$ cat config.mk
export PLATFORM = sky130hd
export DESIGN_NAME = button_conditioner_flat
export DESIGN_NICKNAME = d
export VERILOG_FILES = /design/src/rtl/clock_pkg.sv /design/src/rtl/button_conditioner_if.sv /design/src/rtl/btn_debounce_1b.sv /design/src/rtl/button_conditioner.sv /design/src/flat_wrapper.sv
export SDC_FILE = /design/constraint.sdc
export NUM_CORES = 1
export LEC_CHECK = 0
export ABC_AREA = 1
export CORE_MARGIN = 4
export CORE_UTILIZATION = 55
export DETAILED_ROUTE_END_ITERATION = 7
export PLACE_DENSITY = 0.78
export SETUP_SLACK_MARGIN = 0.05
export SLEW_MARGIN = 15
export SYNTH_ARGS = -nofsm -noshare
export SYNTH_HDL_FRONTEND = slang
export SYNTH_SLANG_ARGS = --single-unit
$ cat constraint.sdc
create_clock -name clk -period 2.95 [get_ports clk]
set_input_delay 0.59 -clock clk [delete_from_list [all_inputs] [get_ports clk]]
set_output_delay 0.59 -clock clk [all_outputs]
set_load 0.1 [all_outputs]
$ cat src/rtl/clock_pkg.sv
// Shared constants for the clock front-end: button bit positions and the
// per-button auto-repeat state encoding.
package clock_pkg;
  localparam int BTN_MODE = 0;
  localparam int BTN_SEL  = 1;
  localparam int BTN_INC  = 2;
  localparam int BTN_STOP = 3;

  typedef enum logic [1:0] {
    RPT_IDLE   = 2'd0,
    RPT_WAIT   = 2'd1,
    RPT_REPEAT = 2'd2
  } rpt_state_e;
endpackage

$ cat src/rtl/button_conditioner_if.sv
// Button bundle between the raw pins and the clock logic.
// master = pin side / consumer, slave = conditioner.
interface button_conditioner_if #(parameter int NUM_BTN = 4);
  logic [NUM_BTN-1:0] btn_raw;
  logic [NUM_BTN-1:0] btn_level;
  logic [NUM_BTN-1:0] btn_press;
  logic [NUM_BTN-1:0] btn_release;
  logic [NUM_BTN-1:0] btn_hold;

  modport master (output btn_raw,
                  input  btn_level, btn_press, btn_release, btn_hold);
  modport slave  (input  btn_raw,
                  output btn_level, btn_press, btn_release, btn_hold);
endinterface

$ cat src/rtl/btn_debounce_1b.sv
// One button: 2-FF sync, debounce, press/release pulses and auto-repeat FSM.
module btn_debounce_1b
  import clock_pkg::*;
#(
  parameter int DEBOUNCE_CYCLES = 20,
  parameter int REPEAT_DELAY    = 500,
  parameter int REPEAT_PERIOD   = 100,
  parameter bit ACTIVE_LOW_IN   = 1'b1
) (
  input  logic clk,
  input  logic rst,
  input  logic raw,
  input  logic rpt_en,
  output logic level,
  output logic press,
  output logic rel,
  output logic hold
);
  localparam int RMAX = (REPEAT_DELAY > REPEAT_PERIOD) ? REPEAT_DELAY : REPEAT_PERIOD;
  localparam int DW   = $clog2(DEBOUNCE_CYCLES + 1);
  localparam int RW   = $clog2(RMAX + 1);
  localparam logic [DW-1:0] DB_LAST = DW'(DEBOUNCE_CYCLES - 1);
  localparam logic [RW-1:0] RD_LAST = RW'(REPEAT_DELAY - 1);
  localparam logic [RW-1:0] RP_LAST = RW'(REPEAT_PERIOD - 1);
  localparam logic          REL_LVL = ACTIVE_LOW_IN;

  logic          sync1_q, sync1_d, sync2_q, sync2_d;
  logic          level_q, level_d, press_q, press_d, rel_q, rel_d, hold_q, hold_d;
  logic [DW-1:0] cnt_q, cnt_d;
  logic [RW-1:0] rcnt_q, rcnt_d;
  rpt_state_e    state_q, state_d;
  logic          s, rise, fall, rpt_pulse;

  always_comb begin
    sync1_d   = raw;
    sync2_d   = sync1_q;
    s         = sync2_q ^ REL_LVL;
    level_d   = level_q;
    cnt_d     = cnt_q;
    state_d   = state_q;
    rcnt_d    = rcnt_q;
    rpt_pulse = 1'b0;

    if (s == level_q)          cnt_d = '0;
    else if (cnt_q == DB_LAST) begin level_d = s; cnt_d = '0; end
    else                       cnt_d = cnt_q + 1'b1;

    rise = level_d & ~level_q;
    fall = ~level_d & level_q;

    // An accepted release overrides any repeat terminal count on the same edge.
    if (fall) begin
      state_d = RPT_IDLE;
      rcnt_d  = '0;
    end else begin
      case (state_q)
        RPT_IDLE: if (rise && rpt_en) begin state_d = RPT_WAIT; rcnt_d = '0; end
        RPT_WAIT:
          if (rcnt_q == RD_LAST) begin
            state_d = RPT_REPEAT; rcnt_d = '0; rpt_pulse = 1'b1;
          end else rcnt_d = rcnt_q + 1'b1;
        RPT_REPEAT:
          if (rcnt_q == RP_LAST) begin rcnt_d = '0; rpt_pulse = 1'b1; end
          else rcnt_d = rcnt_q + 1'b1;
        default: state_d = RPT_IDLE;
      endcase
    end

    press_d = rise | rpt_pulse;
    rel_d   = fall;
    hold_d  = (state_d == RPT_REPEAT);
  end

  always_ff @(posedge clk or posedge rst) begin
    if (rst) begin
      sync1_q <= REL_LVL;
      sync2_q <= REL_LVL;
      level_q <= 1'b0;
      press_q <= 1'b0;
      rel_q   <= 1'b0;
      hold_q  <= 1'b0;
      cnt_q   <= '0;
      rcnt_q  <= '0;
      state_q <= RPT_IDLE;
    end else begin
      sync1_q <= sync1_d;
      sync2_q <= sync2_d;
      level_q <= level_d;
      press_q <= press_d;
      rel_q   <= rel_d;
      hold_q  <= hold_d;
      cnt_q   <= cnt_d;
      rcnt_q  <= rcnt_d;
      state_q <= state_d;
    end
  end

  assign level = level_q;
  assign press = press_q;
  assign rel   = rel_q;
  assign hold  = hold_q;
endmodule

$ cat src/rtl/button_conditioner.sv
// Push-button front-end: one independent conditioner per button.
// Default auto-repeat only on the inc button.
module button_conditioner
  import clock_pkg::*;
#(
  parameter int                 NUM_BTN         = 4,
  parameter int                 DEBOUNCE_CYCLES = 20,
  parameter int                 REPEAT_DELAY    = 500,
  parameter int                 REPEAT_PERIOD   = 100,
  parameter logic [NUM_BTN-1:0] REPEAT_MASK     = NUM_BTN'(1) << BTN_INC,
  parameter bit                 ACTIVE_LOW_IN   = 1'b1
) (
  input  logic                 clk,
  input  logic                 rst,
  button_conditioner_if.slave  bus
);
  logic [NUM_BTN-1:0] lvl, prs, rls, hld;

  for (genvar i = 0; i < NUM_BTN; i++) begin : g_btn
    btn_debounce_1b #(
      .DEBOUNCE_CYCLES (DEBOUNCE_CYCLES),
      .REPEAT_DELAY    (REPEAT_DELAY),
      .REPEAT_PERIOD   (REPEAT_PERIOD),
      .ACTIVE_LOW_IN   (ACTIVE_LOW_IN)
    ) u_db (
      .clk    (clk),
      .rst    (rst),
      .raw    (bus.btn_raw[i]),
      .rpt_en (REPEAT_MASK[i]),
      .level  (lvl[i]),
      .press  (prs[i]),
      .rel    (rls[i]),
      .hold   (hld[i])
    );
  end

  assign bus.btn_level   = lvl;
  assign bus.btn_press   = prs;
  assign bus.btn_release = rls;
  assign bus.btn_hold    = hld;
endmodule

$ cat src/flat_wrapper.sv
// flat-port wrapper written by rule: the top's interface ports become plain ports
module button_conditioner_flat import clock_pkg::*;
#(
  parameter int                 NUM_BTN         = 4,
  parameter int                 DEBOUNCE_CYCLES = 20,
  parameter int                 REPEAT_DELAY    = 500,
  parameter int                 REPEAT_PERIOD   = 100,
  parameter logic [NUM_BTN-1:0] REPEAT_MASK     = NUM_BTN'(1) << BTN_INC,
  parameter bit                 ACTIVE_LOW_IN   = 1'b1
)
  (clk, rst, bus_btn_raw, bus_btn_level, bus_btn_press, bus_btn_release, bus_btn_hold);
  button_conditioner_if #(.NUM_BTN(NUM_BTN)) bus_i ();
  input  logic clk;
  input  logic rst;
  input wire logic [$bits(bus_i.btn_raw)-1:0] bus_btn_raw;
  output wire logic [$bits(bus_i.btn_level)-1:0] bus_btn_level;
  output wire logic [$bits(bus_i.btn_press)-1:0] bus_btn_press;
  output wire logic [$bits(bus_i.btn_release)-1:0] bus_btn_release;
  output wire logic [$bits(bus_i.btn_hold)-1:0] bus_btn_hold;
  assign bus_i.btn_raw = bus_btn_raw;
  assign bus_btn_level = bus_i.btn_level;
  assign bus_btn_press = bus_i.btn_press;
  assign bus_btn_release = bus_i.btn_release;
  assign bus_btn_hold = bus_i.btn_hold;
  button_conditioner #(.NUM_BTN(NUM_BTN), .DEBOUNCE_CYCLES(DEBOUNCE_CYCLES), .REPEAT_DELAY(REPEAT_DELAY), .REPEAT_PERIOD(REPEAT_PERIOD), .REPEAT_MASK(REPEAT_MASK), .ACTIVE_LOW_IN(ACTIVE_LOW_IN)) u_core (.clk(clk), .rst(rst), .bus(bus_i));
endmodule
======== After elaboration in Yosys (flattened, before gate mapping) ========
Cells that the tools add are included.
operators by class
  equal/unequal tests ..................... 29
  muxes and demuxes ....................... 62
  $add $sub $neg .......................... 8
  reductions and logical operators ........ 12
  bitwise gates (word level) .............. 24
operators by type and width
  cell                 number
  $mux 9               13
  $pmux 9 s2           3
  $mux 5               8
  $add 9x1->9 const B  4
  $eq 9x7->1 const B   4
  $eq 9x9->1 const B   4
  $pmux 9 s3           1
  $add 5x1->5 const B  4
  $eq 5x5->1 const B   4
  $mux 1               20
  $mux 2               9
  $eq 2x2->1 const B   8
  $not 1->1            12
  $pmux 2 s2           3
  $reduce_bool 3->1    3
  $and 1x1->1          8
  $eq 2x1->1 const B   4
  $logic_not 2->1      4
  $pmux 1 s2           4
  $pmux 2 s3           1
  $reduce_or 2->1      3
  $eq 1x1->1           4
  $or 1x1->1           4
  $reduce_bool 4->1    1
  other kinds (2)      2
word-level totals
  register bits ........................... 88
  logic and storage cells ................. 171
  input port bits ......................... 6

======== Depth between registers and ports, before layout ========
Gate-level depths: netlist (run 1).
  depth in word-level cells ............... 8
  gate-level depth with buffers ........... 12
  depth with buffers taken out ............ 12

======== Cells and area by module ========
Synthesis (run 1) repeated with hierarchy kept, for this count alone.
unflattened totals
  cells, all modules ...................... 677
  area, all modules ....................... 5376.4 um^2
by module, submodules not included
  module                                       area an instance (um^2)  instances  cells an instance  seq. area each (um^2)
  btn_debounce_1b at u_core.g_btn[0].u_db ...  1343.8                   3          170                553.0
  btn_debounce_1b at u_core.g_btn[3].u_db      1337.5                   1          165                553.0
  button_conditioner                           7.5                      1          2                  0.0

======== Worst setup path after synthesis (run 1) ========
Ideal clock, no wire load.
  path type ............................... register to register
  start ................................... register u_core.g_btn[2].u_db.cnt_q[0]
  end ..................................... register u_core.g_btn[2].u_db.rcnt_q[6]
  cell stages (with the launch flop) ...... 11
  buffers on the path ..................... 0
  period minus slack after synthesis ...... 1.824 ns
  setup slack ............................. 1.126 ns
  data arrival time ....................... 1.700 ns
  path through ............................ dfrtp_1 > ha_1 > nand3_1 > o21ai_0 > inv_1 > ha_1 > nand2_1 > nand2_1 > inv_1 > a31oi_1 > a21oi_1
on the way
  word-level cells in the longest chain between the ends .. 7
  elaborated cells between the ends (all ways) .. 10
  those cells by class .................... eq/ne (2); mux (3); bitwise (3); reduce/logical (2)
RTL lines
  element                                                    line                   source
  start, declared                                            btn_debounce_1b.sv:29  logic [DW-1:0] cnt_q, cnt_d;
  start signal, assigned                                     btn_debounce_1b.sv:92  cnt_q <= cnt_d;
  $eq 5x5->1 *                                               btn_debounce_1b.sv:45  else if (cnt_q == DB_LAST) begin level_d = s; cnt_d = '0; end
  $mux 1 *                                                   btn_debounce_1b.sv:45
  $mux 1 *                                                   btn_debounce_1b.sv:44  if (s == level_q) cnt_d = '0;
  via u_core.g_btn[2].u_db.level_d                           btn_debounce_1b.sv:28  logic level_q, level_d, press_q, press_d, rel_q, rel_d, hold_q, hold_d;
  $not 1->1                                                  btn_debounce_1b.sv:49  fall = ~level_d & level_q;
  $and 1x1->1                                                btn_debounce_1b.sv:49
  $ne 3x3->1 (no line) or $reduce_bool 4->1 (tied branches)  --
  $reduce_and 2->1 (no line)                                 --
  end signal, assigned                                       btn_debounce_1b.sv:93  rcnt_q <= rcnt_d;
  end, declared                                              btn_debounce_1b.sv:30  logic [RW-1:0] rcnt_q, rcnt_d;
Mark *: on every way through the listed nets, which the timed path passes. The rest lies on a longest branch.
A chain may end at the register's enable or synchronous reset.

======== Final worst setup path (run 1) ========
  start ................................... register u_core.g_btn[2].u_db.cnt_q[0]
  end ..................................... register u_core.g_btn[2].u_db.rcnt_q[2]
Same word-level chain as after synthesis.

==> flow_summary.json, run 1 <==
{
  "dp.cells": 697,
  "ys_types": 33,
  "clk_pin_slew_ns": 0.08,
  "finalWirelength_mm": 8.05,
  "worstPathRequired_ns": 3.21,
  "vias_per_cell": 4.96,
  "cp-start-kind": "register",
  "worstPathArrival_ns": 2.48,
  "peakVddDrop_mv": 0.303,
  "crit_family": "simple AND/OR/NAND/NOR gates",
  "grt_max_degree": 56,
  "path_max_fanout": 8,
  "crit_chain": "ha_1, nand3_1, o21ai_0, inv_1, ha_1, nand2_1, nand2_1, nor2_1, nand2_1, o21ai_0",
  "synthSimpleGateAreaFrac_pct": 27.0,
  "root_buffer": "clkbuf_8",
  "die_h_um": 102,
  "first_global_vias": 3415,
  "gp_congestion": 0.875,
  "grt_usage_pct": 17.2,
  "postSynthAreaPerCell_um2": 8.22,
  "period_minus_slack_ns": 2.21,
  "drcViolationCount": 0,
  "grt_first_pass_wirelength_mm": 14.5,
  "htree_levels": 3,
  "final_common_cell": "nand2_1",
  "finalHoldViolCount": 0,
  "powerDensity_nw_per_um2": 413,
  "synthAdderAreaFrac_pct": 6.72,
  "cpMostUsedCell": "nand2_1",
  "clk_latency_ns": 0.35,
  "ant_nets": 0,
  "fin_tns_setup_ns": 0,
  "synth_cells": 589,
  "dpl.hpwl_mm": 5.90,
  "layout.nets": 635,
  "min_period_over_period_pct": 75.1,
  "max_stage_delay_ns": 0.39,
  "setup_viol": 0,
  "muxShareOfSynthArea_pct": 0,
  "layout.cells.non_filler": 713,
  "drv_slew": 0,
  "critical_path_class": "reg -> reg",
  "antenna_found_initial": 0,
  "power_frac_seq_pct": 57.8,
  "maxCapViolCount": 0,
  "synth.yosys.warnings": 0,
  "cts_post_setup_buffers_inserted": 0,
  "cp_slowest_cell": "dfrtp_1",
  "num_antenna_cells": 0,
  "start_util_pct": 57.7,
  "fin_worst_skew_ns": 0.00881,
  "crit_buf_inv": 1,
  "die_w_um": 102,
  "max_slew_margin_pct": 59.7,
  "fmax_ghz": 0.452,
  "core-area_um2": 8380,
  "cts-resized-gates": 0,
  "clock_power_share_pct": 38.9,
  "status": "completed",
  "clock_path_buffers": 2,
  "cts-hold-fix-buffers": 0,
  "ys_seq_area_share_pct": 45.7,
  "rsz0062_at_grt": "no",
  "worstMarginPinSlew_ns": 0.603,
  "nFillCells": 729,
  "drt-pass1-iter-count": 4,
  "wl_per_cell_um": 11.3,
  "synth_top_family_by_area": "simple AND/OR/NAND/NOR gates",
  "layout_common_cells": "nand2_1 (127), inv_1 (89), dfrtp_1 (80)",
  "io_pins": 22,
  "cts_buffers": 9,
  "drt_iter0_drc": 132,
  "swShare_pct": 22.4,
  "ys_ff_latch": 88,
  "synth_area_um2": 4840,
  "pwr-share-comb_pct": 3.3,
  "vias": 3537,
  "synth-compound-area-share_pct": 6.18,
  "p_int_uw": 1670,
  "drive_above_1_share_pct": 11.3,
  "areaGrowthSynthToFinish_pct": 7.50,
  "overflow": 0,
  "cts_tree": "done",
  "num_rows": 33,
  "cts.sinks": 88,
  "p_sw_uw": 482,
  "design.die.area_um2": 10400,
  "p_leak_uw": 0.00275,
  "synth-xor-area-share_pct": 3.98,
  "hold_path_class": "reg -> reg",
  "synth_fp_nets": 621,
  "port_buffers": 21,
  "cp-end-kind": "register"
}
## registers in the layout, summed over array words and instances, names as in the netlist
signal,count
u_core.g_btn.u_db.sync1_q,4
u_core.g_btn.u_db.sync2_q,4
u_core.g_btn.u_db.rel,4
u_core.g_btn.u_db.press,4
u_core.g_btn.u_db.state_q,8
u_core.g_btn.u_db.level,4
u_core.g_btn.u_db.hold,4
u_core.g_btn.u_db.cnt_q,20
u_core.g_btn.u_db.rcnt_q,36
## Yosys cell counts (all sizes together)
| cell | number | area share, % |
|---|---|---|
| nand2 | 136 | 11 |
| inv | 92 | 7.1 |
| nor2 | 84 | 7.2 |
| dfrtp | 80 | 41 |
| nand3 | 51 | 5.9 |
| ha | 26 | 6.7 |
| a21oi | 24 | 2.6 |
| o21ai | 22 | 2.4 |
| buf | 19 | 3.3 |
| xor2 | 17 | 3.1 |
| dfstp | 8 | 4.3 |
| nand4 | 8 | 1.0 |
| xnor2 | 5 | 0.90 |
| nand3b | 4 | 0.88 |
| nor3 | 4 | 0.52 |
| a31oi | 3 | 0.39 |
| o21a | 2 | 0.31 |
| a31o | 1 | 0.18 |
| o21bai | 1 | 0.16 |
| o31ai | 1 | 0.16 |
| or2 | 1 | 0.13 |
## power groups by stage
stage	Clock (µW)	Sequential [µW]	Combinational (µW)
global route	909	1250	84.2
CTS	863	1240	74.0
detailed placement	0	1270	73.8
finish	836	1240	70.8
global placement	0	1270	70.9
floorplan	0	1260	50.0
## metal layers
| metal | wire (µm) | GRT usage (%) | part of all wire (%) | vias up |
|---|---|---|---|---|
| met5 | 0 | 0 | 0 | - |
| met4 | 137 | 6.44 | 1.7 | 0 |
| met3 | 241 | 2.96 | 3.0 | 10 |
| met2 | 3810 | 28.7 | 47 | 49 |
| met1 | 3860 | 22.4 | 48 | 1624 |
| li1 | - | - | - | 1854 |
## stage by stage
step / area [µm²] / utilization (%) / hold WS, ns / total power [µW] / setup WS (ns)
floorplan: 4840 / - / 0.345 / 1310 / 0.0947
global placement: 5000 / 59.7 / 0.346 / 1340 / 0.938
detailed placement: 5000 / 59.7 / 0.347 / 1340 / 0.754
CTS: 5200 / 62.1 / 0.358 / 2180 / 0.710
global route: 5200 / 62.1 / 0.367 / 2240 / 0.499
finish: 5200 / 62.1 / 0.358 / 2150 / 0.735
## final timing paths
check / startpoint / endpoint / slack (ns) / cells after the start
worst min-delay path: u_core.g_btn[1].u_db.sync1_q / u_core.g_btn[1].u_db.sync2_q / 0.36 / 0
worst min register to register: u_core.g_btn[1].u_db.sync1_q / u_core.g_btn[1].u_db.sync2_q / 0.36 / 0
worst max-delay path: u_core.g_btn[2].u_db.cnt_q[0] / u_core.g_btn[2].u_db.rcnt_q[2] / 0.74 / 10
min in group asynchronous: rst / u_core.g_btn[2].u_db.rcnt_q[8] / 0.61 / 2
worst max register to register: u_core.g_btn[2].u_db.cnt_q[0] / u_core.g_btn[2].u_db.rcnt_q[2] / 0.74 / 10
max in group asynchronous: rst / u_core.g_btn[1].u_db.sync2_q / 1.61 / 3
## layout make-up
cell class / count / area (µm²) / area share, %
timing repair buffer: 22 / 190 / 3.66
clock inverter: 5 / 56.3 / 1.08
clock buffer: 11 / 141 / 2.72
tap: 105 / 131 / 2.53
inverter: 92 / 347 / 6.66
sequential: 88 / 2210 / 42.5
multi-input combinational: 390 / 2120 / 40.8
## logic make-up after synthesis
family	count (synthesis)
flops	88
compound gates	54
simple gates	288
buf+inv	111
xor+xnor	22
fa+ha+maj	26
## worst reg2reg max path, stage by stage (launching register included)
cell	delay, ns
dfrtp_1	0.39
ha_1	0.23
nand3_1	0.13
o21ai_0	0.26
inv_1	0.10
ha_1	0.28
nand2_1	0.08
nand2_1	0.19
nor2_1	0.19
nand2_1	0.10
o21ai_0	0.18
No activity file was read; power rests on OpenSTA's default activity.
==> inputs of run 2 (changes only) <==
--- a/config.mk
+++ b/config.mk
@@ -7,9 +7,9 @@
 export LEC_CHECK = 0
 export ABC_AREA = 1
 export CORE_MARGIN = 4
-export CORE_UTILIZATION = 55
+export CORE_UTILIZATION = 61
 export DETAILED_ROUTE_END_ITERATION = 7
-export PLACE_DENSITY = 0.78
+export PLACE_DENSITY = 0.82
 export SETUP_SLACK_MARGIN = 0.05
 export SLEW_MARGIN = 15
 export SYNTH_ARGS = -nofsm -noshare
==> constraint.sdc (replaced) <==
create_clock -name clk -period 2.1 [get_ports clk]
set_input_delay 0.42 -clock clk [delete_from_list [all_inputs] [get_ports clk]]
set_output_delay 0.42 -clock clk [all_outputs]
set_load 0.1 [all_outputs]
==> flow_summary.json, run 2 (synthesized netlist as in run 1, its figures left out) <==
{
  "p_total_uw": 2990,
  "crit_chain": "ha_1, nand3_2, nand2_1, o21ai_2, inv_1, ha_1, nand2_1, nand2_2, nor2_2, nand2_1, o21ai_0",
  "drive_above_1_share_pct": 12.4,
  "clock_path_buffers": 2,
  "cts_tree": "done",
  "num_antenna_cells": 0,
  "powerDensity_nw_per_um2": 569,
  "worstPathArrival_ns": 2.20,
  "worstPathRequired_ns": 2.37,
  "die_w_um": 97.1,
  "reg2reg_from": "u_core.g_btn[2].u_db.cnt_q[0]",
  "cpMostUsedCell": "nand2_1",
  "max_slew_margin_pct": 62.9,
  "cts.sinks": 88,
  "drt-pass1-iter-count": 4,
  "design.die.area_um2": 9420,
  "rsz0062_at_grt": "no",
  "peakVddDrop_mv": 0.325,
  "finalInstanceArea_um2": 5250,
  "worstHoldPathCells": 0,
  "hold_path_class": "reg -> reg",
  "reg2regPathDepth": 11,
  "grt_usage_pct": 19.0,
  "htree_levels": 3,
  "path_max_fanout": 5,
  "critical_path_class": "reg -> reg",
  "status": "completed",
  "grt_first_pass_wirelength_mm": 15.1,
  "layout.nets": 638,
  "core-area_um2": 7730,
  "utilization_pct": 68.0,
  "wl_per_cell_um": 11.7,
  "first_global_vias": 3579,
  "fmax_ghz": 0.520,
  "die_h_um": 97.1,
  "period_minus_slack_ns": 1.92,
  "io_pins": 22,
  "regMostFlops": "u_core.g_btn.u_db.rcnt_q",
  "cp-end-kind": "register",
  "port_buffers": 21,
  "hold_start": "u_core.g_btn[3].u_db.sync1_q",
  "cts_buffers": 9,
  "dpl.hpwl_mm": 6.20,
  "crit_family": "simple AND/OR/NAND/NOR gates",
  "cts-hold-fix-buffers": 0,
  "drv_slew": 0,
  "min_period_over_period_pct": 91.5,
  "num_rows": 32,
  "r2r_end": "u_core.g_btn[2].u_db.rcnt_q[0]",
  "fin_worst_skew_ns": 0.0105,
  "root_buffer": "clkbuf_8",
  "cp_slowest_cell": "dfrtp_1",
  "gp_congestion": 0.872,
  "final_common_cell": "nand2_1",
  "drcViolationCount": 0,
  "crit_buf_inv": 1,
  "fin_tns_setup_ns": 0,
  "layout_common_cells": "nand2_1 (126), inv_1 (88), dfrtp_1 (80)",
  "worstMarginPinSlew_ns": 0.550,
  "maxCapViolCount": 0,
  "min_to": "u_core.g_btn[3].u_db.sync2_q",
  "finalHoldViolCount": 0,
  "max_stage_delay_ns": 0.40,
  "p_leak_uw": 0.00276,
  "largest_reg_flops": 36,
  "overflow": 0,
  "reg_top3": "u_core.g_btn.u_db.rcnt_q: 36 flops, u_core.g_btn.u_db.cnt_q: 20 flops, u_core.g_btn.u_db.state_q: 8 flops",
  "vias_per_cell": 5.10,
  "vias": 3638,
  "finalWirelength_mm": 8.36,
  "areaGrowthSynthToFinish_pct": 8.53,
  "cp-start-kind": "register",
  "start_util_pct": 62.6,
  "drt_iter0_drc": 173,
  "antenna_found_initial": 0,
  "r2r_setup_slack_ns": 0.18,
  "setup_viol": 0,
  "clk_pin_slew_ns": 0.08,
  "ant_nets": 0,
  "grt_max_degree": 26,
  "place_area_um2": 5050,
  "clk_latency_ns": 0.35
}
run 2: changes by cell type in the layout (fill, tap and decap cells not counted), moves of 2 or more:
cell	change
clkbuf_1	+3
buf_12	+2
clkinv_2	-2
nor2_1	-2
nor2_2	+2
run 2: metrics by stage:
stage | hold WS (ns) | cells | setup WS (ns)
floorplan | 0.345 | 589 | 0.276
global placement | 0.346 | 697 | 0.169
detailed placement | 0.348 | 697 | 0.00850
CTS | 0.366 | 713 | 0.0771
global route | 0.368 | 713 | 0.0206
finish | 0.364 | 713 | 0.178
run 2: worst max path at each step:
stage	startpoint	endpoint	slack, ns	cells past startpoint
final	u_core.g_btn[2].u_db.cnt_q[0]	u_core.g_btn[2].u_db.rcnt_q[0]	0.18	11
after global routing	u_core.g_btn[2].u_db.cnt_q[0]	u_core.g_btn[2].u_db.rcnt_q[3]	0.02	10
after CTS	u_core.g_btn[2].u_db.cnt_q[0]	u_core.g_btn[2].u_db.rcnt_q[6]	0.08	11
after detailed placement	u_core.g_btn[2].u_db.cnt_q[0]	u_core.g_btn[2].u_db.rcnt_q[6]	0.008	10
after global placement	u_core.g_btn[2].u_db.cnt_q[0]	u_core.g_btn[2].u_db.rcnt_q[6]	0.17	10
after floorplan	u_core.g_btn[2].u_db.cnt_q[0]	u_core.g_btn[2].u_db.rcnt_q[6]	0.28	10
run 2: repair_timing:
action | in CTS | in global routing
pin swaps | 0 | 1
setup buffers | 0 | 0
endpoints found under the setup margin | 6 | 9
resized for setup | 1 | 7
run 2: layout make-up:
type	count	area (µm²)
fill	619	2470
sequential	88	2210
multi-input combinational	390	2140
inverter	92	349
timing repair buffer	25	238
clock buffer	13	139
tap	102	128
clock inverter	3	43.8
run 2: report_power, final:
| part | internal, µW | switching, µW |
|---|---|---|
| Sequential | 1730 | 21.4 |
| Combinational | 44.0 | 65.4 |
| Clock | 553 | 576 |
| Total | 2320 | 663 |
run 2: routing by layer:
metal / vias to the layer above / routed length [µm] / share of wire [%] / global-route usage [%]
li1: 1857 / - / - / -
met1: 1705 / 3690 / 44 / 23.7
met2: 59 / 4260 / 51 / 33.3
met3: 17 / 270 / 3.2 / 2.94
met4: 0 / 140 / 1.7 / 6.91
met5: - / 0 / 0 / 0
run 2: worst register-to-register path, delay by kind of cell, from the launching register on:
kind            cells  cell delay [ns]
compound gates      2             0.23
fa+ha+maj           2             0.53
buf+inv             1             0.09
flops               1             0.40
simple gates        6             0.61
==> inputs of run 3 (changes only) <==
--- a/config.mk
+++ b/config.mk
@@ -8,10 +8,10 @@
 export ABC_AREA = 1
 export CORE_MARGIN = 4
 export CORE_UTILIZATION = 61
+export CTS_CLUSTER_DIAMETER = 30
 export DETAILED_ROUTE_END_ITERATION = 7
 export PLACE_DENSITY = 0.82
 export SETUP_SLACK_MARGIN = 0.05
-export SLEW_MARGIN = 15
 export SYNTH_ARGS = -nofsm -noshare
 export SYNTH_HDL_FRONTEND = slang
 export SYNTH_SLANG_ARGS = --single-unit
==> results of run 3 <==
No change in the layout: final DEF, timing and power equal those of run 2.
